[config.mk]
export PLATFORM = sky130hd
export DESIGN_NAME = iter_divider_flat
export DESIGN_NICKNAME = d
export VERILOG_FILES = /design/src/rtl/iter_divider_pkg.sv /design/src/rtl/iter_divider_if.sv /design/src/rtl/iter_divider_div_step.sv /design/src/rtl/iter_divider.sv /design/src/flat_wrapper.sv
export SDC_FILE = /design/constraint.sdc
export NUM_CORES = 1
export LEC_CHECK = 0
export ABC_AREA = 1
export BUFFER_PORTS_ARGS = -buffer_cell sky130_fd_sc_hd__buf_2
export CORE_ASPECT_RATIO = 0.8
export CORE_UTILIZATION = 50
export CTS_BUF_LIST = sky130_fd_sc_hd__clkbuf_16
export CTS_CLUSTER_SIZE = 8
export DETAILED_ROUTE_END_ITERATION = 8
export PLACE_DENSITY = 0.74
export SYNTH_ARGS = -nofsm -noshare
export SYNTH_HDL_FRONTEND = slang
export SYNTH_HIERARCHICAL = 1
export SYNTH_SLANG_ARGS = --single-unit
export TNS_END_PERCENT = 10
[constraint.sdc]
create_clock -name clk -period 15.01 [get_ports clk]
set_clock_uncertainty 0.1 [all_clocks]
set_input_delay 1.501 -clock clk [delete_from_list [all_inputs] [get_ports clk]]
set_output_delay 1.501 -clock clk [all_outputs]
set_load 0.02 [all_outputs]
[src/rtl/iter_divider_pkg.sv]
// Shared types for the iterative restoring divider: FSM state encoding and default width.
package div_pkg;

  localparam int DEF_WIDTH = 64;

  typedef enum logic [1:0] {
    IDLE = 2'd0,
    CALC = 2'd1,
    DONE = 2'd2
  } state_t;

endpackage

[src/rtl/iter_divider_if.sv]
// Request/response bundle for iter_divider; master is the issuing stage, slave is the divider.
interface iter_divider_if #(
  parameter int WIDTH = 64
);
  // A request transfers on a clock edge where in_valid && in_ready; a response transfers
  // on an edge where out_valid && out_ready. Neither side may make valid wait on ready.
  logic             in_valid;
  logic             in_ready;
  logic [WIDTH-1:0] dividend;
  logic [WIDTH-1:0] divisor;
  logic             is_signed;
  logic             flush;
  logic             out_valid;
  logic             out_ready;
  logic [WIDTH-1:0] quotient;
  logic [WIDTH-1:0] remainder;
  logic             div_by_zero;

  modport master (
    output in_valid, dividend, divisor, is_signed, flush, out_ready,
    input  in_ready, out_valid, quotient, remainder, div_by_zero
  );

  modport slave (
    input  in_valid, dividend, divisor, is_signed, flush, out_ready,
    output in_ready, out_valid, quotient, remainder, div_by_zero
  );

endinterface

[src/rtl/iter_divider_div_step.sv]
// One restoring-division step: trial subtract, keep the difference when it does not borrow.
module div_step #(
  parameter int WIDTH = 64
) (
  input  logic [WIDTH-1:0] partial,
  input  logic [WIDTH-1:0] divisor,
  output logic [WIDTH-1:0] rem_next,
  output logic             q_bit
);

  logic [WIDTH:0] diff;

  // One extra bit so the borrow out of the subtraction is the comparison result.
  assign diff     = {1'b0, partial} - {1'b0, divisor};
  assign q_bit    = ~diff[WIDTH];
  assign rem_next = q_bit ? diff[WIDTH-1:0] : partial;

endmodule

[src/rtl/iter_divider.sv]
// Multi-cycle restoring divider, one quotient bit per cycle.
// Define DIV_SIGNED_EN to honour is_signed (two's-complement operands and results).
module iter_divider
  import div_pkg::*;
#(
  parameter int WIDTH = DEF_WIDTH
) (
  input  logic            clk,
  input  logic            rst,
  iter_divider_if.slave   bus,
  output state_t          dbg_state
);

  localparam int CW = $clog2(WIDTH);

  state_t           state, state_next;
  logic [CW-1:0]    cnt;
  logic [WIDTH-1:0] dvd, dsr, rem;
  logic [WIDTH-1:0] q_out, r_out;
  logic             dbz;
  logic             accept, step_q;
  logic [WIDTH-1:0] partial, step_rem;
  logic [WIDTH-1:0] op_a, op_b, fin_q, fin_r;

  assign accept  = bus.in_valid && (state == IDLE) && !bus.flush;
  assign partial = {rem[WIDTH-2:0], dvd[WIDTH-1]};

  div_step #(.WIDTH(WIDTH)) u_step (
    .partial  (partial),
    .divisor  (dsr),
    .rem_next (step_rem),
    .q_bit    (step_q)
  );

`ifdef DIV_SIGNED_EN
  logic a_neg, b_neg, neg_q, neg_r;

  assign a_neg = bus.is_signed & bus.dividend[WIDTH-1];
  assign b_neg = bus.is_signed & bus.divisor[WIDTH-1];
  assign op_a  = a_neg ? -bus.dividend : bus.dividend;
  assign op_b  = b_neg ? -bus.divisor  : bus.divisor;
  // MIN/-1 needs no special case: |MIN| wraps to MIN and negating it gives MIN again.
  assign fin_q = neg_q ? -{dvd[WIDTH-2:0], step_q} : {dvd[WIDTH-2:0], step_q};
  assign fin_r = neg_r ? -step_rem : step_rem;

  always_ff @(posedge clk or posedge rst) begin
    if (rst) begin
      neg_q <= 1'b0;
      neg_r <= 1'b0;
    end else if (accept) begin
      neg_q <= a_neg ^ b_neg;
      neg_r <= a_neg;
    end
  end
`else
  logic unused_is_signed;

  assign unused_is_signed = bus.is_signed;
  assign op_a  = bus.dividend;
  assign op_b  = bus.divisor;
  assign fin_q = {dvd[WIDTH-2:0], step_q};
  assign fin_r = step_rem;
`endif

  always_ff @(posedge clk or posedge rst) begin
    if (rst) state <= IDLE;
    else     state <= state_next;
  end

  always_comb begin
    state_next    = state;
    bus.in_ready  = 1'b0;
    bus.out_valid = 1'b0;
    case (state)
      IDLE: begin
        bus.in_ready = 1'b1;
        if (accept) state_next = (bus.divisor == '0) ? DONE : CALC;
      end
      CALC: begin
        if (cnt == '0) state_next = DONE;
      end
      DONE: begin
        bus.out_valid = 1'b1;
        if (bus.out_ready) state_next = IDLE;
      end
      default: state_next = IDLE;
    endcase
    if (bus.flush) state_next = IDLE;
  end

  // The dividend register doubles as the quotient: one bit shifts out, one shifts in.
  always_ff @(posedge clk or posedge rst) begin
    if (rst) begin
      cnt   <= '0;
      dvd   <= '0;
      dsr   <= '0;
      rem   <= '0;
      q_out <= '0;
      r_out <= '0;
      dbz   <= 1'b0;
    end else if (accept) begin
      dvd <= op_a;
      dsr <= op_b;
      rem <= '0;
      cnt <= CW'(WIDTH - 1);
      dbz <= (bus.divisor == '0);
      if (bus.divisor == '0) begin
        q_out <= '1;
        r_out <= bus.dividend;
      end
    end else if (state == CALC && !bus.flush) begin
      dvd <= {dvd[WIDTH-2:0], step_q};
      rem <= step_rem;
      cnt <= cnt - 1'b1;
      if (cnt == '0) begin
        q_out <= fin_q;
        r_out <= fin_r;
      end
    end
  end

  assign bus.quotient    = q_out;
  assign bus.remainder   = r_out;
  assign bus.div_by_zero = dbz;
  assign dbg_state       = state;

endmodule

[src/flat_wrapper.sv]
// flat-port wrapper written by rule: the top's interface ports become plain ports
module iter_divider_flat import div_pkg::*;
#(
  parameter int WIDTH = DEF_WIDTH
)
  (clk, rst, dbg_state, bus_in_valid, bus_dividend, bus_divisor, bus_is_signed, bus_flush, bus_out_ready, bus_in_ready, bus_out_valid, bus_quotient, bus_remainder, bus_div_by_zero);
  iter_divider_if #(.WIDTH(WIDTH)) bus_i ();
  input  logic clk;
  input  logic rst;
  output state_t dbg_state;
  input wire logic [$bits(bus_i.in_valid)-1:0] bus_in_valid;
  input wire logic [$bits(bus_i.dividend)-1:0] bus_dividend;
  input wire logic [$bits(bus_i.divisor)-1:0] bus_divisor;
  input wire logic [$bits(bus_i.is_signed)-1:0] bus_is_signed;
  input wire logic [$bits(bus_i.flush)-1:0] bus_flush;
  input wire logic [$bits(bus_i.out_ready)-1:0] bus_out_ready;
  output wire logic [$bits(bus_i.in_ready)-1:0] bus_in_ready;
  output wire logic [$bits(bus_i.out_valid)-1:0] bus_out_valid;
  output wire logic [$bits(bus_i.quotient)-1:0] bus_quotient;
  output wire logic [$bits(bus_i.remainder)-1:0] bus_remainder;
  output wire logic [$bits(bus_i.div_by_zero)-1:0] bus_div_by_zero;
  assign bus_i.in_valid = bus_in_valid;
  assign bus_i.dividend = bus_dividend;
  assign bus_i.divisor = bus_divisor;
  assign bus_i.is_signed = bus_is_signed;
  assign bus_i.flush = bus_flush;
  assign bus_i.out_ready = bus_out_ready;
  assign bus_in_ready = bus_i.in_ready;
  assign bus_out_valid = bus_i.out_valid;
  assign bus_quotient = bus_i.quotient;
  assign bus_remainder = bus_i.remainder;
  assign bus_div_by_zero = bus_i.div_by_zero;
  iter_divider #(.WIDTH(WIDTH)) u_core (.clk(clk), .rst(rst), .bus(bus_i), .dbg_state(dbg_state));
endmodule
## Word-level counts from Yosys, hierarchy flattened

Index checks and enable logic that the tools add are counted.

- $add $sub $neg: 2
- Equal/unequal tests: 6
- Mux-type cells: 23
- Bitwise logic cells: 1
- Reduce and logical (&&, ||, !) cells: 11

Operator list:

| cell | count |
|---|---|
| 2-to-1 mux 64 bit | 11 |
| 2-to-1 mux 63 bit | 2 |
| subtractor 64 x 64 -> 65 bit | 1 |
| logical NOT 64 bit | 1 |
| 2-to-1 mux 6 bit | 2 |
| 2-to-1 mux 2 bit | 5 |
| logical NOT 6 bit | 1 |
| inequality test 3 x 2 -> 1 bit (second input constant) | 2 |
| one-hot mux 2 bit (3 select lines) | 1 |
| AND reduction 3 bit | 2 |
| subtractor 6 x 1 -> 6 bit (second input constant) | 1 |
| nonzero test 2 bit | 2 |
| logical AND 1 bit | 3 |
| inequality test 3 bit (second input constant) | 1 |
| equality test 2 x 1 -> 1 bit (second input constant) | 1 |
| equality test 2 bit (second input constant) | 1 |
| logical NOT 2 bit | 1 |
| 2-to-1 mux 1 bit | 2 |
| inequality test 2 bit (second input constant) | 1 |
| logical NOT 1 bit | 1 |
| inverter 1 bit | 1 |

- Flip-flop bits (word level): 328

## Longest topological paths before layout

- Word-level depth: 6
- Gate-level depth with buffers: 22
- Depth with buffers taken out: 21

## Hierarchy

Netlist, hierarchy kept.

By module, submodules not included:

| module | times used | cells an instance | area each (µm²) |
|---|---|---|---|
| iter_divider | 1 | 1645 | 14211.1 |
| div_step | 1 | 1545 | 6869.1 |

## Worst setup path before layout

No wires, ideal clock.

- Path type: input port to flip-flop
- From: input port bus_flush
- To: register u_core.r_out[63] (netlist: u_core/bus.remainder[63])
- Library setup time: 0.118 ns
- Arrival: 2.559 ns
- Data required time: 14.792 ns
- Path slack: 12.234 ns
- Stages on the path: 10
- Cells stage by stage: nor2_2 -> inv_2 -> nor2_2 -> buf_4 -> nand4_2 -> buf_6 -> buf_6 -> buf_6 -> nand3_1 -> nand2_1

- Word-level cells in the longest chain between the ends: 4

Ends and longest elaborated chain:

| what | RTL line | text |
|---|---|---|
| start: declaration | flat_wrapper.sv:15 | `input wire logic [$bits(bus_i.flush)-1:0] bus_flush;` |
| logical NOT 1 bit (*) | iter_divider.sv:25, iter_divider.sv:111 |  |
| logical AND 1 bit (on tied branches) | iter_divider.sv:25, iter_divider.sv:111 |  |
| inequality test 2 bit (no line) or nonzero test 2 bit (tied branches) | -- |  |
| AND reduction 3 bit (no line) | -- |  |
| end signal: assignment | iter_divider.sv:109 | `r_out <= bus.dividend;` |
| end signal: assignment | iter_divider.sv:117 | `r_out <= fin_r;` |
| end: declaration | iter_divider.sv:19 | `logic [WIDTH-1:0] q_out, r_out;` |

Every way passes the cells marked *; elsewhere a longest branch is shown, timed or not.
A chain may end at the register's enable or synchronous reset.

## Final worst setup path

- From: register u_core.rem[45]
- To: register u_core.r_out[34] (netlist: u_core/bus.remainder[34])

- Word-level cells in the longest chain between the ends: 5

Ends and longest elaborated chain:

| what | RTL line | text |
|---|---|---|
| start: declaration | iter_divider.sv:18 | `logic [WIDTH-1:0] dvd, dsr, rem;` |
| start signal: assignment | iter_divider.sv:113 | `rem <= step_rem;` |
| subtractor 64 x 64 -> 65 bit | iter_divider_div_step.sv:14 | `assign diff = {1'b0, partial} - {1'b0, divisor};` |
| 2-to-1 mux 64 bit | iter_divider_div_step.sv:16 | `assign rem_next = q_bit ? diff[WIDTH-1:0] : partial;` |
| net u_core.fin_r[34] | iter_divider.sv:23 | `logic [WIDTH-1:0] op_a, op_b, fin_q, fin_r;` |
| 2-to-1 mux 64 bit | iter_divider.sv:115 | `if (cnt == '0) begin` |
| 2-to-1 mux 64 bit | iter_divider.sv:111 | `end else if (state == CALC && !bus.flush) begin` |
| 2-to-1 mux 64 bit | iter_divider.sv:101 | `end else if (accept) begin` |

The timed path passes the listed nets, and every way through them passes these cells. The select of a mux whose other input is x is not followed.

==> impl_summary.log <==
[metrics] post-route worst hold slack: 0.3678 ns
[metrics] largest fanout on the critical path: 68
[metrics] destination of the worst hold path: u_core/dsr[32]
[metrics] Critical Path RT: 15.39 ns
[metrics] share of layout cells above drive strength 1: 11.07%
[metrics] post-route DRC violation count: 0
[metrics] worst flop-to-flop path startpoint: u_core/rem[45]
[metrics] routed via count: ~21,000
[metrics] Die H: about 190 um
[metrics] number of hold buffers added after CTS: 0
[metrics] kind of end point of the critical path: flop
[metrics] number of different library cells in the post-synthesis netlist: 37
[metrics] total number of H-tree levels: 2
[metrics] critical path startpoint category: flop
[metrics] share of synthesized flip-flops with an asynchronous set or reset: 100.0%
[metrics] count of cells along the worst hold path: 2
[metrics] Die Footprint: 42,990 um2
[metrics] final setup TNS: 0 ns
[metrics] family with the most delay on the worst path: simple AND/OR/NAND/NOR gates
[metrics] reg2reg path depth: 19
[metrics] time the worst path needs with I/O delays and setup: about 4.5 ns
[metrics] Worst R2R Setup Slack: 10.51 ns
[metrics] flip-flop cell with the highest count after synthesis: sky130_fd_sc_hd__dfrtp_1
[metrics] measured slew at the worst slew-check pin: 1.151 ns
[metrics] GRT Util Overall: 31.35%
[metrics] violated checks: antenna rules
[metrics] detail-routed net length per standard cell: 17.22 um
[metrics] first-pass GRT wire length: between 100,000 and 150,000 um
[metrics] Worst Path Buf+Inv: 5
[metrics] Period Utilization, post-route: 29.98%
[metrics] post-CTS setup repair buffer count: 0
[metrics] CTS tree: built
[metrics] biggest area contributors in the synthesized netlist: sky130_fd_sc_hd__dfrtp_1 (39%), sky130_fd_sc_hd__nand2_1 (23%), sky130_fd_sc_hd__inv_1 (9.4%), sky130_fd_sc_hd__nand3_1 (7.7%), sky130_fd_sc_hd__ha_1 (3.9%)
[metrics] Clk pin slew, worst setup/hold paths: 0.06 ns
[metrics] Vias per Instance: 5.296
[metrics] Relative slew margins: 23.26%
[metrics] number of instances in the synthesized netlist: 3,190
[metrics] Port Buffer Count: 265
[metrics] largest net degree at the start of global routing: about 120
[metrics] I/O pin count: roughly 270
[metrics] via count of the first global-routing pass: between 15,000 and 20,000
[metrics] Max Transition Viols Final: 0
[metrics] Crit path arrival time: 4.88 ns
[metrics] total of flip-flops plus latches after synthesis: between 300 and 400
[metrics] critical path cell sequence: ha_1, nand2_1, inv_1, nand2_1, nand2_1, inv_1, nand2_1, a21oi_2, nor2_1, nor2_1, nand2_4, inv_2, buf_4, nand2_1, nand2_1, inv_1, o21ai_0, nand3_1, nand2_1
[metrics] highest clock frequency the design can meet: about 220 MHz
[metrics] master cell of the clock root buffer: sky130_fd_sc_hd__clkbuf_16
[metrics] Area growth syn-to-layout: 12.88%
[metrics] Initial Util: 51.26%
[metrics] area of the core: 41,120 um2
[metrics] number of instances resized during post-cts repair: 0
[metrics] Inserted Clock Buffers: 46
[metrics] maxcap violations: 0
[metrics] final weighted congestion in routability-driven placement: 1.002
[metrics] endpoints failing hold: 0
[metrics] maximum ir drop on the vdd rail: between 0.0001 and 0.00015 V
[metrics] count of nets after finishing: 3,589
[metrics] RSZ-0062 raised after global routing: no
[metrics] slowest cell delay on critical path: just under 0.6 ns
[metrics] Synthesized Nets: 3,391
[metrics] cell with the biggest individual delay on the critical path: sky130_fd_sc_hd__buf_4
[metrics] number of antenna-violating nets in the routed design: 1
[metrics] number of antenna violations at the first check in global routing: 2
[metrics] portion of the post-synthesis area used by sequential elements: around two fifths
[metrics] drt pass-1 iters: 6
[metrics] fill cell total of the finished layout: 4,087
[metrics] Synth area leader: sky130_fd_sc_hd__dfrtp_1
[metrics] share of the synthesized area in the top cell type: 38.94%
[metrics] initial detailed-routing violation count: 2,419
[metrics] Power per Cell Area: roughly 220 nW/um2
[metrics] CP dominant cell by count: sky130_fd_sc_hd__nand2_1
[metrics] Yosys warning count: 6
[metrics] final setup fails: 0
[metrics] result of the run: complete, but fails checks
[metrics] sinks on the clock net: roughly 330
[metrics] worst min path class: reg -> reg
[metrics] startpoint-to-endpoint class of the critical path: reg -> reg
[metrics] syn_area_per_cell: 6.608 um2
[metrics] area of the mapped netlist: 21,080 um2
[metrics] post-detailed-placement half-perimeter wirelength: 50,280 um
[metrics] capture instance of the worst register-to-register path: u_core/bus.remainder[34]
[metrics] startpoint of the lowest-slack hold path: u_core/dsr[32]
[metrics] placement row count: 66
[metrics] Detailed Route WL: 67,830 um
[metrics] number of synthesized flops with an enable pin: 0
[metrics] residual overflow from global routing: 0
[metrics] clock latency of the later-clocked register in the worst-skew pair: 0.58 ns
[metrics] die outline width: 231.6 um
[metrics] Clock Path Buffers: 3
[metrics] leakage component of the power: 13.27 nW
==> Yosys cell counts (2+ instances only) <==
cell,count
sky130_fd_sc_hd__buf_4,9
sky130_fd_sc_hd__buf_6,10
sky130_fd_sc_hd__buf_1,8
sky130_fd_sc_hd__inv_2,13
sky130_fd_sc_hd__nand2_2,6
sky130_fd_sc_hd__o21ai_0,136
sky130_fd_sc_hd__o211ai_1,4
sky130_fd_sc_hd__nor2_1,159
sky130_fd_sc_hd__inv_1,526
sky130_fd_sc_hd__xor2_1,30
sky130_fd_sc_hd__clkinv_1,2
sky130_fd_sc_hd__nand4_1,12
sky130_fd_sc_hd__nor2_4,2
sky130_fd_sc_hd__o211ai_2,7
sky130_fd_sc_hd__nand3b_1,8
sky130_fd_sc_hd__o221ai_1,60
sky130_fd_sc_hd__a21oi_1,43
sky130_fd_sc_hd__nor3_1,15
sky130_fd_sc_hd__dfrtp_1,328
sky130_fd_sc_hd__buf_2,55
sky130_fd_sc_hd__a21o_1,2
sky130_fd_sc_hd__nand2_1,1297
sky130_fd_sc_hd__nor4_1,2
sky130_fd_sc_hd__nand3_1,326
sky130_fd_sc_hd__ha_1,66
sky130_fd_sc_hd__clkbuf_1,47
sky130_fd_sc_hd__nor2_2,7
==> worst max path at each step <==
stage | from | endpoint | depth (start not counted)
CTS | u_core/rem[45] | u_core/bus.remainder[34] | 19
global placement | bus_divisor[60] | u_core/bus.quotient[31] | 11
floorplan | rst | u_core/bus.div_by_zero | 1
finish | u_core/rem[45] | u_core/bus.remainder[34] | 19
detailed placement | bus_divisor[60] | u_core/bus.quotient[31] | 11
global route | u_core/rem[38] | u_core/bus.remainder[34] | 19
==> power by group <==
part,internal (mW),switching [mW]
sequential,1.20,0.184
clock,0.540,0.385
combinational,0.840,2.02
total,2.58,2.59
==> logic make-up after synthesis <==
| group | count (synthesis) | share of synthesized area, % |
|---|---|---|
| compound gates | 254 | 7.437 |
| flops | 328 | 38.94 |
| xor+xnor | 31 | 1.288 |
| buf+inv | 671 | 12.84 |
| simple gates | 1839 | 35.48 |
| fa+ha+maj | 67 | 4.012 |
==> layer usage <==
layer / up-vias / share of wire [%] / track usage (%)
met5: - / 0 / 0
li1: 10219 / - / -
met3: 89 / 11 / 6.572
met1: 9624 / 47 / 48.91
met4: 0 / 2.3 / 7.947
met2: 930 / 39 / 43.26
==> cell usage in the layout (no fill, tap or decap), types with 2 or more instances in the layout <==
cell	Yosys	final
sky130_fd_sc_hd__diode_2	0	6
sky130_fd_sc_hd__o221ai_1	60	60
sky130_fd_sc_hd__xor2_1	30	30
sky130_fd_sc_hd__buf_4	9	15
sky130_fd_sc_hd__nand2_1	1297	1296
sky130_fd_sc_hd__clkbuf_16	0	46
sky130_fd_sc_hd__nor2_1	159	158
sky130_fd_sc_hd__nor2_2	7	7
sky130_fd_sc_hd__nor2_4	2	3
sky130_fd_sc_hd__buf_2	55	265
sky130_fd_sc_hd__o21ai_0	136	136
sky130_fd_sc_hd__inv_2	13	13
sky130_fd_sc_hd__nand4_1	12	12
sky130_fd_sc_hd__ha_1	66	66
sky130_fd_sc_hd__nand2_4	1	2
sky130_fd_sc_hd__nor4_1	2	2
sky130_fd_sc_hd__inv_1	526	524
sky130_fd_sc_hd__nand2_2	6	6
sky130_fd_sc_hd__o211ai_1	4	4
sky130_fd_sc_hd__nand3b_1	8	8
sky130_fd_sc_hd__dfrtp_1	328	328
sky130_fd_sc_hd__o211ai_2	7	7
sky130_fd_sc_hd__nor3_1	15	15
sky130_fd_sc_hd__a21oi_1	43	43
sky130_fd_sc_hd__a21o_1	2	2
sky130_fd_sc_hd__nand3_1	326	325
==> worst register-to-register path: cells and delay by family, from the launching register on <==
kind	cells	cell delay [ns]
AOI/OAI and AO/OA	2	0.49
and+or+nand+nor	11	1.69
DFF	1	0.39
adders and majority gates	1	0.37
buffers and inverters	5	1.35
==> flip-flops by register name (all words and copies together), names as in the netlist <==
register / flops
u_core/bus.div_by_zero: 1
u_core/dbg_state: 2
u_core/cnt: 6
u_core/dsr: 64
u_core/dvd: 64
u_core/rem: 63
u_core/bus.remainder: 64
u_core/bus.quotient: 64
==> cell type report <==
type | instances | area, um2 | area share (%)
inverters | 541 | 2042 | 8.581
clock buffers | 46 | 1151 | 4.838
clock inverters | 3 | 58.81 | 0.2471
flip-flops and latches | 328 | 8208 | 34.49
repair buffers | 280 | 1439 | 6.047
diodes | 6 | 15.01 | 0.06310
well taps | 544 | 680.7 | 2.860
multi-input cells | 2191 | 10200 | 42.87
==> stage by stage <==
| stage | util (%) | power (mW) | instance area (um2) | setup WS (ns) | cells |
|---|---|---|---|---|---|
| 2_1_floorplan | - | 3.327 | 21080 | 4.326 | 3190 |
| 3_3_place_gp | 54.88 | 4.132 | 22570 | 10.37 | 3884 |
| 3_5_place_dp | 54.88 | 4.165 | 22570 | 10.37 | 3884 |
| 4_1_cts | 57.83 | 5.110 | 23780 | 10.60 | 3933 |
| 5_1_grt | 57.83 | 5.567 | 23780 | 10.11 | 3934 |
| 6_report | 57.86 | 5.165 | 23800 | 10.51 | 3939 |
(Power assumes the default switching activity.)
